--- config.mk ---
export PLATFORM = sky130hd
export DESIGN_NAME = dpll_loop_filter
export DESIGN_NICKNAME = d
export VERILOG_FILES = /design/src/rtl/dpll_pkg.sv /design/src/rtl/dpll_avg_window.sv /design/src/rtl/dpll_loop_filter.sv
export SDC_FILE = /design/constraint.sdc
export NUM_CORES = 1
export LEC_CHECK = 0
export ABC_AREA = 0
export BUFFER_PORTS_ARGS = -buffer_cell sky130_fd_sc_hd__buf_2
export CELL_PAD_IN_SITES_DETAIL_PLACEMENT = 1
export CELL_PAD_IN_SITES_GLOBAL_PLACEMENT = 2
export CORE_MARGIN = 1
export CORE_UTILIZATION = 40
export CTS_BUF_LIST = sky130_fd_sc_hd__clkbuf_4 sky130_fd_sc_hd__clkbuf_8
export DETAILED_ROUTE_END_ITERATION = 8
export PLACE_DENSITY_LB_ADDON = 0.1
export SLEW_MARGIN = 20
export SYNTH_ARGS = -nofsm -noshare
export SYNTH_HDL_FRONTEND = slang
export SYNTH_SLANG_ARGS = --single-unit
--- constraint.sdc ---
create_clock -name clk_200 -period 7.95 [get_ports clk_200]
set_input_delay 0.3975 -clock clk_200 [delete_from_list [all_inputs] [get_ports clk_200]]
set_output_delay 0.3975 -clock clk_200 [all_outputs]
set_load 0.005 [all_outputs]
--- src/rtl/dpll_pkg.sv ---
// rtl/dpll_pkg.sv - shared DPLL types, reset defaults and arithmetic helpers
package dpll_pkg;

  typedef enum logic [1:0] {IDLE, SUM, PID, UPDATE} state_t;

  localparam logic [15:0] DAC_INIT_DEFAULT = 16'h9E23;

  function automatic logic [31:0] abs32(input logic signed [31:0] x);
    return x[31] ? 32'(-x) : 32'(x);
  endfunction

  function automatic logic signed [31:0] sat32(input logic signed [31:0] x,
                                               input logic signed [31:0] lo,
                                               input logic signed [31:0] hi);
    if (x < lo) return lo;
    if (x > hi) return hi;
    return x;
  endfunction

endpackage

--- src/rtl/dpll_avg_window.sv ---
// rtl/dpll_avg_window.sv - phase history shift register with registered window sum
module dpll_avg_window #(
  parameter int W          = 16,
  parameter int DEPTH_LOG2 = 3
) (
  input  logic                             clk,
  input  logic                             reset,
  input  logic                             push,
  input  logic signed [W-1:0]              din,
  input  logic                             sum_en,
  output logic signed [W+DEPTH_LOG2-1:0]   sum
);

  localparam int DEPTH = 1 << DEPTH_LOG2;
  localparam int SW    = W + DEPTH_LOG2;

  logic signed [W-1:0]  win [DEPTH];
  logic signed [SW-1:0] total;

  // DEPTH_LOG2 guard bits make the full-window sum overflow-free
  always_comb begin
    total = '0;
    for (int i = 0; i < DEPTH; i++) begin
      total = total + SW'(win[i]);
    end
  end

  always_ff @(posedge clk or negedge reset) begin
    if (!reset) begin
      for (int i = 0; i < DEPTH; i++) begin
        win[i] <= '0;
      end
      sum <= '0;
    end else begin
      if (push) begin
        win[0] <= din;
        for (int i = 1; i < DEPTH; i++) begin
          win[i] <= win[i-1];
        end
      end
      if (sum_en) begin
        sum <= total;
      end
    end
  end

endmodule

--- src/rtl/dpll_loop_filter.sv ---
// rtl/dpll_loop_filter.sv - PI loop filter driving the disciplined-oscillator DAC
module dpll_loop_filter
  import dpll_pkg::*;
#(
  parameter int               PHASE_W    = 16,
  parameter int               FREQ_W     = 32,
  parameter int               DAC_W      = 16,
  parameter int               AVG_LOG2   = 3,
  parameter int               KP_FREQ    = 20,
  parameter int               I_SHIFT    = 4,
  parameter int               PHASE_LIM  = 10,
  parameter int               FREQ_LIM   = 500,
  parameter int               STEP_LIM   = 1000,
  parameter logic [DAC_W-1:0] DAC_INIT   = DAC_INIT_DEFAULT,
  parameter int               LOCK_TOL   = 2,
  parameter int               LOCK_COUNT = 16
) (
  input  logic               clk_200,
  input  logic               reset,
  input  logic               sample_valid,
  input  logic [PHASE_W-1:0] phase_err,
  input  logic [FREQ_W-1:0]  freq_err,
  input  logic               hold,
  output logic [DAC_W-1:0]   dac_val,
  output logic               dac_valid,
  output logic [31:0]        pid_out,
  output logic               locked,
  output logic [15:0]        reject_cnt,
  output logic               overrun
);

  localparam int SUM_W = PHASE_W + AVG_LOG2;
  localparam int LC_W  = $clog2(LOCK_COUNT + 1);
  localparam logic signed [31:0] KP_S   = KP_FREQ;
  localparam logic signed [31:0] STEP_S = STEP_LIM;
  localparam logic [LC_W-1:0]    LC_MAX = LC_W'(LOCK_COUNT);

  state_t                   state;
  logic signed [31:0]       phase_last, freq_last, prop;
  logic [LC_W-1:0]          lock_cnt;
  logic signed [SUM_W-1:0]  win_sum;

  logic signed [31:0]       phase_s, freq_s, phase_used, freq_used, prop_next;
  logic signed [31:0]       pid_raw, pid_next;
  logic                     phase_ok, freq_ok, capture;
  logic [1:0]               n_rej;
  logic [16:0]              rej_sum;
  logic [15:0]              rej_next;
  logic [LC_W-1:0]          lock_next;
  logic signed [DAC_W+1:0]  dac_sum;
  logic [DAC_W-1:0]         dac_next;

  always_comb begin
    phase_s    = 32'($signed(phase_err));
    freq_s     = 32'($signed(freq_err));
    phase_ok   = abs32(phase_s) <= 32'(PHASE_LIM);
    freq_ok    = abs32(freq_s) <= 32'(FREQ_LIM);
    phase_used = phase_ok ? phase_s : phase_last;
    freq_used  = freq_ok ? freq_s : freq_last;
    prop_next  = freq_used * KP_S + phase_used;
    capture    = (state == IDLE) && sample_valid && !hold;

    n_rej    = {1'b0, ~phase_ok} + {1'b0, ~freq_ok};
    rej_sum  = {1'b0, reject_cnt} + {15'b0, n_rej};
    rej_next = rej_sum[16] ? 16'hFFFF : rej_sum[15:0];

    lock_next = '0;
    if (abs32(phase_used) <= 32'(LOCK_TOL) && n_rej == 2'd0) begin
      lock_next = (lock_cnt == LC_MAX) ? lock_cnt : lock_cnt + 1'b1;
    end

    pid_raw  = prop + (32'(win_sum) >>> I_SHIFT);
    pid_next = sat32(pid_raw, -STEP_S, STEP_S);

    // |pid_out| <= STEP_LIM keeps the sum inside DAC_W+2 signed bits
    dac_sum = $signed({2'b00, dac_val}) + $signed(pid_out[DAC_W+1:0]);
    if (dac_sum[DAC_W+1])  dac_next = '0;
    else if (dac_sum[DAC_W]) dac_next = '1;
    else                   dac_next = dac_sum[DAC_W-1:0];
  end

  dpll_avg_window #(
    .W          (PHASE_W),
    .DEPTH_LOG2 (AVG_LOG2)
  ) u_avg (
    .clk    (clk_200),
    .reset  (reset),
    .push   (capture),
    .din    ($signed(phase_used[PHASE_W-1:0])),
    .sum_en (state == SUM),
    .sum    (win_sum)
  );

  always_ff @(posedge clk_200 or negedge reset) begin
    if (!reset) begin
      state      <= IDLE;
      phase_last <= '0;
      freq_last  <= '0;
      prop       <= '0;
      lock_cnt   <= '0;
      locked     <= 1'b0;
      reject_cnt <= '0;
      overrun    <= 1'b0;
      pid_out    <= '0;
      dac_val    <= DAC_INIT;
      dac_valid  <= 1'b0;
    end else begin
      dac_valid <= 1'b0;
      if (sample_valid && state != IDLE) overrun <= 1'b1;
      case (state)
        IDLE: if (capture) begin
          phase_last <= phase_used;
          freq_last  <= freq_used;
          prop       <= prop_next;
          reject_cnt <= rej_next;
          lock_cnt   <= lock_next;
          locked     <= (lock_next == LC_MAX);
          state      <= SUM;
        end
        SUM: state <= PID;
        PID: begin
          pid_out <= pid_next;
          state   <= UPDATE;
        end
        UPDATE: begin
          if (!hold) begin
            dac_val   <= dac_next;
            dac_valid <= 1'b1;
          end
          state <= IDLE;
        end
        default: state <= IDLE;
      endcase
      if (hold) begin
        lock_cnt <= '0;
        locked   <= 1'b0;
      end
    end
  end

endmodule

==> flow_metrics.py, run 1 <==
metrics = {
    "sta": {
        "finClkSkew_ps": 39.02,
        "fin_crit_sh_pct": 92.04,
        "setup_viol": 0,
        "tightest_slew_ps": 1008,
        "timing.fmax_ghz": 0.1367,
        "setup_slack_ps": 632.8,
        "drv_slew": 0,
        "holdWs_ps": 166.2,
        "min_period_ps": 7317,
        "max_slew_margin_pct": 32.77,
        "final_hold_viol_count": 0,
    },
    "synth": {
        "synth_fp_nets": 2904,
        "synth_seq_area_share_pct": 34.29,
        "synth_edf_count": 0,
        "synth_top_area_share_pct": 33.36,
        "ys_ff_latch": 309,
        "post-synth-top-area-cell": "dfrtp_1",
        "ys_top_cells_by_area": "dfrtp_1 33%, ha_1 9.5%, nand2_1 8.2%",
        "syn_inst": 2591,
        "synth-main-ff-cell": "dfrtp_1",
        "async_flop_share_pct": 100.0,
        "syn-cell-area_mm2": 0.02258,
        "yosysUniqueCellTypes": 99,
        "synth.avg_cell_area_um2": 8.715,
        "yosys_warnings": 0,
    },
    "die": {
        "die_y_um": 239.6,
        "die_w_um": 239.6,
        "die_area_mm2": 0.05741,
        "start_util_pct": 40.75,
        "core_area_mm2": 0.05542,
        "io_pins": 119,
        "num_rows": 86,
    },
    "cells_and_area": {
        "final_common_cell": "nand2_1",
        "layout-drive-gt1-share_pct": 16.00,
        "fin_nets": 3131,
        "fill_cells": 6626,
        "areaGrowthSynthToFinish_pct": 15.96,
        "mostFrequentLayoutCells": "496 x nand2_1, 301 x dfrtp_1, 189 x inv_1, 189 x o21ai_0, 172 x ha_1",
        "stdcell_count": 3611,
    },
    "critical_path": {
        "end_kind": "flip-flop",
        "crit_path_top_delay_cell": "fa_1",
        "crit_path_cell_trace": "fa_1 > ha_1 > fa_1 > xnor2_1 > fa_1 > inv_1 > fa_1 > fa_1 > ha_1 > o211a_1 > o21ai_0 > a21boi_0 > o21ai_0 > a21boi_0 > o21ai_0 > a21boi_0 > o21a_1 > o21ai_0 > a21boi_0 > o2111ai_1 > nand4b_1 > o31ai_1 > xnor2_1 > mux2_2",
        "arrival_ps": 7890,
        "crit_path_start_kind": "flip-flop",
        "critPathMaxStageDelay_ps": 510,
        "path_class": "reg2reg",
        "crit_top_cell": "fa_1",
        "path_max_fanout": 3,
        "cp.required_ps": 8520,
    },
    "placement": {
        "gp_congestion": 0.8646,
        "hpwlAfterDp_um": 49160,
        "io_buffer_count": 118,
        "dp_slack_ps": -209.0,
        "place_inst": 3502,
    },
    "cts": {
        "path_clk_slew_ps": 60,
        "cts_htree_levels": 2,
        "clock_sinks": 309,
        "cts_buffer_depth": 3,
        "cts_tree": "built",
        "clk_latency_ps": 690,
        "clockRootBuffer": "clkbuf_8",
        "cts_buffers": 60,
    },
    "global_route": {
        "overflow": 0,
        "grt_use_total_pct": 23.55,
        "grt_antenna_before_repair": 4,
        "grt_pass1_wl_um": 108400,
        "grt_pass1_vias": 20640,
        "grt_max_degree": 152,
    },
    "run": {
        "maxCapViolCount": 0,
    },
    "drt": {
        "postRouteAntennaNets": 0,
        "drtIter0Drc": 764,
        "via_count": 19180,
        "post_drt_via_cell_ratio": 5.312,
        "post-route-drc-count": 0,
        "drt-wirelength-per-cell_um": 18.15,
        "finalWirelength_um": 65540,
        "detail_route.first_pass.iterations": 4,
    },
    "min_path": {
        "hp-class": "in2reg",
    },
    "outcome": {
        "status": "finished, final reports clean",
    },
}
==> stage by stage <==
stage / instance area, um2 / TNS [ps] / util, %
3_3_place_gp: 24850 / -132.9 / 44.84
4_1_cts: 26170 / 0 / 47.22
6_report: 26190 / 0 / 47.25
5_1_grt: 26190 / -13.70 / 47.25
2_1_floorplan: 22590 / 0 / -
3_5_place_dp: 24850 / -427.7 / 44.84
==> synthesized netlist by cell type, types with 10 or more instances <==
| master | count |
|---|---|
| nand2b_1 | 23 |
| or2_2 | 11 |
| nand3_1 | 52 |
| clkbuf_1 | 86 |
| a21boi_0 | 13 |
| ha_1 | 172 |
| or3_1 | 17 |
| nor3_1 | 44 |
| xor2_1 | 46 |
| nor4_1 | 19 |
| o31ai_1 | 16 |
| a21o_1 | 58 |
| nand2_1 | 496 |
| o21ai_0 | 189 |
| a21oi_1 | 154 |
| o21a_1 | 41 |
| nand4_1 | 22 |
| nor2_1 | 168 |
| o211ai_1 | 12 |
| fa_1 | 89 |
| dfrtp_1 | 301 |
| and3_1 | 10 |
| nor2b_1 | 14 |
| or4_1 | 13 |
| mux2_2 | 37 |
| inv_1 | 189 |
| o21bai_1 | 24 |
| xnor2_1 | 86 |
==> worst paths after layout <==
kind	depth (start not counted)	to	slack (ps)	startpoint
min reg2reg	1	overrun$_DFFE_PN0P_	470	overrun$_DFFE_PN0P_
min	4	freq_last[7]$_DFFE_PN0P_	170	freq_err[7]
max reg2reg	24	u_avg.sum[18]$_DFFE_PN0N_	630	u_avg.win[81]$_DFFE_PN0P_
max in group asynchronous	4	phase_last[31]$_DFFE_PN0P_	5700	reset
max	24	u_avg.sum[18]$_DFFE_PN0N_	630	u_avg.win[81]$_DFFE_PN0P_
min in group asynchronous	2	dac_val[14]$_DFFE_PN0P_	330	reset
==> worst max-delay path, delay by kind of cell, from the launching register on <==
family / cells / cell delay (ps)
adder cells (fa/ha/maj): 7 / 2850
buffers and inverters: 1 / 90
AO/OA/AOI/OAI: 12 / 2900
multiplexers: 1 / 270
XOR/XNOR: 2 / 430
AND/OR/NAND/NOR: 1 / 260
flip-flops: 1 / 410
==> logic make-up (layout without fill, tap and decap cells) <==
group / count (synthesis) / count (layout) / synth area share (%)
flops: 309 / 309 / 34.29
other cells: 0 / 1 / 0
buf+inv: 291 / 562 / 4.937
mux: 47 / 47 / 2.311
simple gates: 928 / 928 / 18.45
xor+xnor: 132 / 132 / 5.120
compound gates: 622 / 622 / 17.43
fa+ha+maj: 262 / 262 / 17.47
==> sequential cells by signal, summed over array words and instances, names as in the netlist <==
name        cells
prop           30
overrun         1
pid_out        32
dac_valid       1
dac_val        16
state           2
u_avg.sum      15
u_avg.win     128
locked          1
reject_cnt     16
freq_last      30
phase_last     32
lock_cnt        5
==> routing by layer <==
metal	track usage (%)	wire length [um]	vias up	part of all wire [%]
met5	0	42	-	0.064
met4	7.517	1985	6	3.0
met3	3.803	2260	105	3.4
met2	40.43	31470	245	48
met1	30.12	29780	9464	45
li1	-	-	9362	-
==> layout make-up <==
cell class	instances	area (um2)	area share, %
diodes	1	2.502	0.009557
clock buffers	93	1161	4.434
clock inverters	13	137.6	0.5256
inverters	192	720.7	2.752
multi-input cells	1991	13760	52.54
flip-flops and latches	309	7742	29.57
well taps	748	935.9	3.574
repair buffers	264	1727	6.594
==> what timing repair did <==
| item | CTS | global route |
|---|---|---|
| hold buffers | 2 | 0 |
| setup buffers | 0 | 0 |
| hold endpoints to repair | 69 | 0 |
| resized for setup | 0 | 3 |
| setup endpoints to repair | 0 | 2 |
Power of run 1 is not shown: default switching activity piles up to over one toggle a cycle in this logic, so the estimate is an artifact.
==> inputs of run 2 (changes only) <==
--- a/config.mk
+++ b/config.mk
@@ -11,7 +11,7 @@
 export CELL_PAD_IN_SITES_GLOBAL_PLACEMENT = 2
 export CORE_MARGIN = 1
 export CORE_UTILIZATION = 40
-export CTS_BUF_LIST = sky130_fd_sc_hd__clkbuf_4 sky130_fd_sc_hd__clkbuf_8
+export CTS_BUF_LIST = sky130_fd_sc_hd__clkbuf_4
 export DETAILED_ROUTE_END_ITERATION = 8
 export PLACE_DENSITY_LB_ADDON = 0.1
 export SLEW_MARGIN = 20
==> run 2 against run 1 <==
Core utilization is 0.066 points lower. Final cell count is 1.9% higher. Count of clock-buffer cells in the layout is 44 higher. Clock skew is 21 ps higher. Worst hold slack worse by 54 ps. Worst setup slack worse by 230 ps. Critical path depth is 15 higher. Sequential share of layout area hardly changed. Maximum frequency is 3.0% lower. First-iteration DRC count is 1.6% lower. Cell area is 0.14% lower. Highest routed layer unchanged.
==> flow_metrics.py, run 2 (synthesis results as in run 1) <==
metrics = {
    "outcome": {
        "status": "finished, final reports clean",
    },
    "cts": {
        "cts_htree_levels": 3,
        "clockRootBuffer": "clkbuf_4",
        "clock_sinks": 309,
        "path_clk_slew_ps": 70,
        "cts_buffer_depth": 3,
        "cts_tree": "built",
        "cts_buffers": 94,
        "cts_setup_buffers": 0,
        "clk_latency_ps": 860,
    },
    "critical_path": {
        "path_max_fanout": 7,
        "cp.buffers_inverters": 10,
        "crit_start": "freq_err[2]",
        "crit_path_top_delay_cell": "dlygate4sd3_1",
        "rr_startpoint": "u_avg.win[81]$_DFFE_PN0P_",
        "path_class": "in2reg",
        "crit_path_start_kind": "input pin",
        "crit_top_cell": "buf_4",
        "end_kind": "flip-flop",
        "arrival_ps": 8210,
        "cp.required_ps": 8610,
        "critPathTopFamily": "compound AO/OA/AOI/OAI gates",
        "critPathMaxStageDelay_ps": 530,
    },
    "sta": {
        "timing.fmax_ghz": 0.1326,
        "fin_crit_sh_pct": 94.89,
        "setup_slack_ps": 406.5,
        "max_slew_margin_pct": 33.84,
        "setup_viol": 0,
        "final.setup.tns_ps": 0,
        "holdWs_ps": 112.6,
        "final_hold_viol_count": 0,
        "drv_slew": 0,
        "min_period_ps": 7543,
        "tightest_slew_ps": 967.4,
        "finClkSkew_ps": 59.57,
    },
    "cells_and_area": {
        "mostFrequentLayoutCells": "496 x nand2_1, 301 x dfrtp_1, 189 x inv_1",
        "fin_nets": 3167,
        "final_common_cell": "nand2_1",
        "largest_reg_flops": 128,
        "areaGrowthSynthToFinish_pct": 15.80,
        "final_area_mm2": 0.02615,
        "largest_registers": "u_avg.win: 128 flops, phase_last: 32 flops, pid_out: 32 flops",
        "layout-drive-gt1-share_pct": 17.16,
        "regMostFlops": "u_avg.win",
    },
    "global_route": {
        "overflow": 0,
        "grt_pass1_wl_um": 108500,
        "grt_pass1_vias": 20920,
        "grt_max_degree": 152,
        "grt_antenna_before_repair": 5,
        "grt_use_total_pct": 23.63,
    },
    "die": {
        "start_util_pct": 40.75,
        "num_rows": 86,
        "die_y_um": 239.6,
        "io_pins": 119,
        "die_w_um": 239.6,
        "core_area_mm2": 0.05542,
        "die_area_mm2": 0.05741,
    },
    "drt": {
        "postRouteAntennaNets": 0,
        "post_drt_via_cell_ratio": 5.269,
        "finalWirelength_um": 65700,
        "drt-wirelength-per-cell_um": 17.85,
        "via_count": 19390,
        "post-route-drc-count": 0,
        "drtIter0Drc": 752,
        "detail_route.first_pass.iterations": 5,
    },
    "placement": {
        "dp_slack_ps": -209.0,
        "dpl-instance-area_mm2": 0.02485,
        "hpwlAfterDp_um": 49160,
        "io_buffer_count": 118,
        "gp_congestion": 0.8646,
    },
    "min_path": {
        "hp-start": "freq_err[8]",
        "hp-class": "in2reg",
    },
    "run": {
        "maxCapViolCount": 0,
    },
}
[run 2: cell types whose count changed in the layout (fill, tap and decap cells not counted), sizes merged]
cell         previous run  this run
clkbuf                 93       137
clkinv                 11        28
diode                   1         7
dlygate4sd3             2         4
bufinv                  2         1
clkinvlp                0         1
inv                   192       193
[run 2: through the flow]
step / utilization, % / instances
3_3_place_gp: 44.84 / 3502
6_report: 47.19 / 3681
3_5_place_dp: 44.84 / 3502
2_1_floorplan: - / 2591
5_1_grt: 47.18 / 3680
4_1_cts: 47.07 / 3674
[run 2: final timing paths]
| path | to | slack, ps | cells past startpoint |
|---|---|---|---|
| max in group asynchronous | phase_last[27]$_DFFE_PN0P_ | 5870 | 4 |
| max | prop[28]$_DFFE_PN0P_ | 410 | 39 |
| min reg2reg | u_avg.win[49]$_DFFE_PN0P_ | 460 | 2 |
| max reg2reg | u_avg.sum[18]$_DFFE_PN0N_ | 720 | 24 |
| min | freq_last[8]$_DFFE_PN0P_ | 110 | 5 |
| min in group asynchronous | dac_val[13]$_DFFE_PN0P_ | 160 | 2 |
[run 2: what timing repair did]
action | CTS | global route
endpoints found under the setup margin | 0 | 7
hold endpoints to repair | 77 | 0
gates resized for setup | 0 | 13
hold buffers | 4 | 0
[run 2: layout make-up]
class | count | area [um2]
Antenna cell | 7 | 17.52
Clock buffer | 137 | 1028
Clock inverter | 31 | 165.2
Fill cell | 6660 | 29270
Inverter | 192 | 720.7
Multi-Input combinational cell | 1991 | 13790
Sequential cell | 309 | 7742
Tap cell | 748 | 935.9
Timing Repair Buffer | 266 | 1747
[run 2: worst min-delay path, delay by kind of cell]
kind / cells / cell delay, ps
AND/OR/NAND/NOR: 2 / 150
AO/OA/AOI/OAI: 1 / 190
buffers and inverters: 2 / 180
[run 2: layer usage]
metal	global-route usage, %	part of all wire [%]
met4	8.197	2.9
met3	4.287	3.4
met1	29.82	45
met2	40.38	48
met5	0	0.047
Power of run 2 is left out for the same reason.
==> inputs of run 3 (changes only) <==
--- a/config.mk
+++ b/config.mk
@@ -14,6 +14,7 @@
 export CTS_BUF_LIST = sky130_fd_sc_hd__clkbuf_4
 export DETAILED_ROUTE_END_ITERATION = 8
 export PLACE_DENSITY_LB_ADDON = 0.1
+export RECOVER_POWER = 100
 export SLEW_MARGIN = 20
 export SYNTH_ARGS = -nofsm -noshare
 export SYNTH_HDL_FRONTEND = slang
==> run 3 against run 2 <==
The run now ends with max-capacitance violations, max-slew violations left. Die area is the same. Count of clock-buffer cells in the layout is the same. Worst setup slack lost 12 ps. Maximum frequency shrank 0.16%. Non-clock buffer count is the same. Core utilization shrank 0.28 points. Clock skew grew 4.3 ps. Sequential share of layout area grew 0.17 points. Sequential cell count is the same. Largest cell class unchanged.
==> flow_metrics.py, run 3 (synthesis results as in run 1) <==
metrics = {
    "die": {
        "io_pins": 119,
        "num_rows": 86,
        "die_w_um": 239.6,
        "die_y_um": 239.6,
        "die_area_mm2": 0.05741,
        "core_area_mm2": 0.05542,
        "start_util_pct": 40.75,
    },
    "cts": {
        "cts_tree": "built",
        "path_clk_slew_ps": 70,
        "cts_htree_levels": 3,
        "clk_latency_ps": 860,
        "cts_buffers": 94,
        "cts_setup_buffers": 0,
        "clock_sinks": 309,
        "clockRootBuffer": "clkbuf_4",
        "cts_buffer_depth": 3,
    },
    "global_route": {
        "grt_pass1_vias": 20920,
        "met3_usage_pct": 4.287,
        "grt_max_degree": 152,
        "gr-max-usage-layer": "met2",
        "overflow": 0,
        "grt_use_met1_pct": 29.82,
        "met2_usage_pct": 40.38,
        "grt_pass1_wl_um": 108500,
        "grt_antenna_before_repair": 5,
        "grt_use_total_pct": 23.63,
    },
    "critical_path": {
        "crit_top_cell": "buf_4",
        "cp.required_ps": 8610,
        "arrival_ps": 8210,
        "crit_path_top_delay_cell": "dlygate4sd3_1",
        "end_kind": "flip-flop",
        "ff2ff_path_depth": 24,
        "path_max_fanout": 7,
        "critPathTopFamily": "compound AO/OA/AOI/OAI gates",
        "cp.buffers_inverters": 10,
        "cp.depth": 39,
        "critPathMaxStageDelay_ps": 530,
        "crit_path_start_kind": "input pin",
        "path_class": "in2reg",
    },
    "drt": {
        "finalWirelength_um": 65640,
        "drt-wirelength-per-cell_um": 17.84,
        "post-route-drc-count": 0,
        "postRouteAntennaNets": 0,
        "detail_route.first_pass.iterations": 4,
        "drtIter0Drc": 702,
        "post_drt_via_cell_ratio": 5.289,
        "via_count": 19460,
    },
    "placement": {
        "gp_congestion": 0.8646,
        "dp_slack_ps": -209.0,
        "hpwlAfterDp_um": 49160,
        "io_buffer_count": 118,
    },
    "sta": {
        "min_period_ps": 7556,
        "final_hold_viol_count": 0,
        "finClkSkew_ps": 63.86,
        "setup_slack_ps": 394.3,
        "fin_crit_sh_pct": 95.04,
        "timing.fmax_ghz": 0.1324,
        "holdWs_ps": 88.94,
        "final.setup.tns_ps": 0,
        "setup_viol": 0,
        "max_slew_margin_pct": -211.2,
        "drv_slew": 540,
        "tightest_slew_ps": 4668,
    },
    "cells_and_area": {
        "fin_nets": 3167,
        "largest_registers": "u_avg.win: 128 flops, phase_last: 32 flops, pid_out: 32 flops",
        "layout-drive-gt1-share_pct": 14.66,
        "largest_reg_flops": 128,
        "areaGrowthSynthToFinish_pct": 15.13,
        "final_common_cell": "nand2_1",
        "regMostFlops": "u_avg.win",
        "mostFrequentLayoutCells": "497 x nand2_1, 301 x dfrtp_1, 190 x inv_1",
    },
    "outcome": {
        "violations": "max-capacitance violations, max-slew violations",
        "status": "finished with violations",
    },
    "min_path": {
        "hp-class": "in2reg",
        "hold_path_depth": 4,
    },
    "run": {
        "maxCapViolCount": 8,
    },
}
-- run 3: cell types whose count changed in the layout (fill, tap and decap cells not counted), moves of 4 or more --
cell      before  now
buf_2        117   76
buf_4        142  121
clkbuf_1       0   54
clkbuf_2       0    4
clkbuf_4     137  141
dfstp_1        0    8
dfstp_2        8    0
-- run 3: tightest hold or removal path, stage by stage --
cell and delay, ps:
buf_2 120, a21oi_1 190, nand2_1 130, nand2_1 50
-- run 3: timing repair --
item,4_1_cts,5_1_grt
gates resized for setup,0,13
hold buffers,4,0
setup endpoints to repair,0,7
hold endpoints to repair,77,0
-- run 3: final timing paths --
check                                           from                          to  slack [ps]
max                                      freq_err[2]        prop[28]$_DFFE_PN0P_         390
min                                             hold     lock_cnt[4]$_DFFE_PN0P_          90
max reg2reg                u_avg.win[81]$_DFFE_PN0P_   u_avg.sum[18]$_DFFE_PN0N_         720
min reg2reg                u_avg.win[65]$_DFFE_PN0P_   u_avg.win[49]$_DFFE_PN0P_         460
max in group asynchronous                      reset  phase_last[27]$_DFFE_PN0P_        1730
min in group asynchronous                      reset     dac_val[13]$_DFFE_PN0P_        1800
-- run 3: routing by layer --
metal | wire length [um] | up-vias | share of wire [%]
li1 | - | 9496 | -
met1 | 29630 | 9581 | 45
met2 | 31840 | 264 | 49
met3 | 2237 | 115 | 3.4
met4 | 1883 | 6 | 2.9
met5 | 45 | - | 0.069
-- run 3: final cells by class --
class / count / area (um2)
Clock buffer: 137 / 1028
Inverter: 192 / 720.7
Multi-Input combinational cell: 1991 / 13760
Timing Repair Buffer: 266 / 1625
Fill cell: 6683 / 29420
Sequential cell: 309 / 7742
Clock inverter: 31 / 165.2
Antenna cell: 6 / 15.01
Tap cell: 748 / 935.9
-- run 3: stage by stage --
| stage | std cells | utilization, % | instance area, um2 |
|---|---|---|---|
| 5_1_grt | 3680 | 46.91 | 26000 |
| 3_3_place_gp | 3502 | 44.84 | 24850 |
| 4_1_cts | 3674 | 47.07 | 26080 |
| 2_1_floorplan | 2591 | - | 22590 |
| 3_5_place_dp | 3502 | 44.84 | 24850 |
| 6_report | 3680 | 46.91 | 26000 |
Power of run 3 is left out for the same reason.
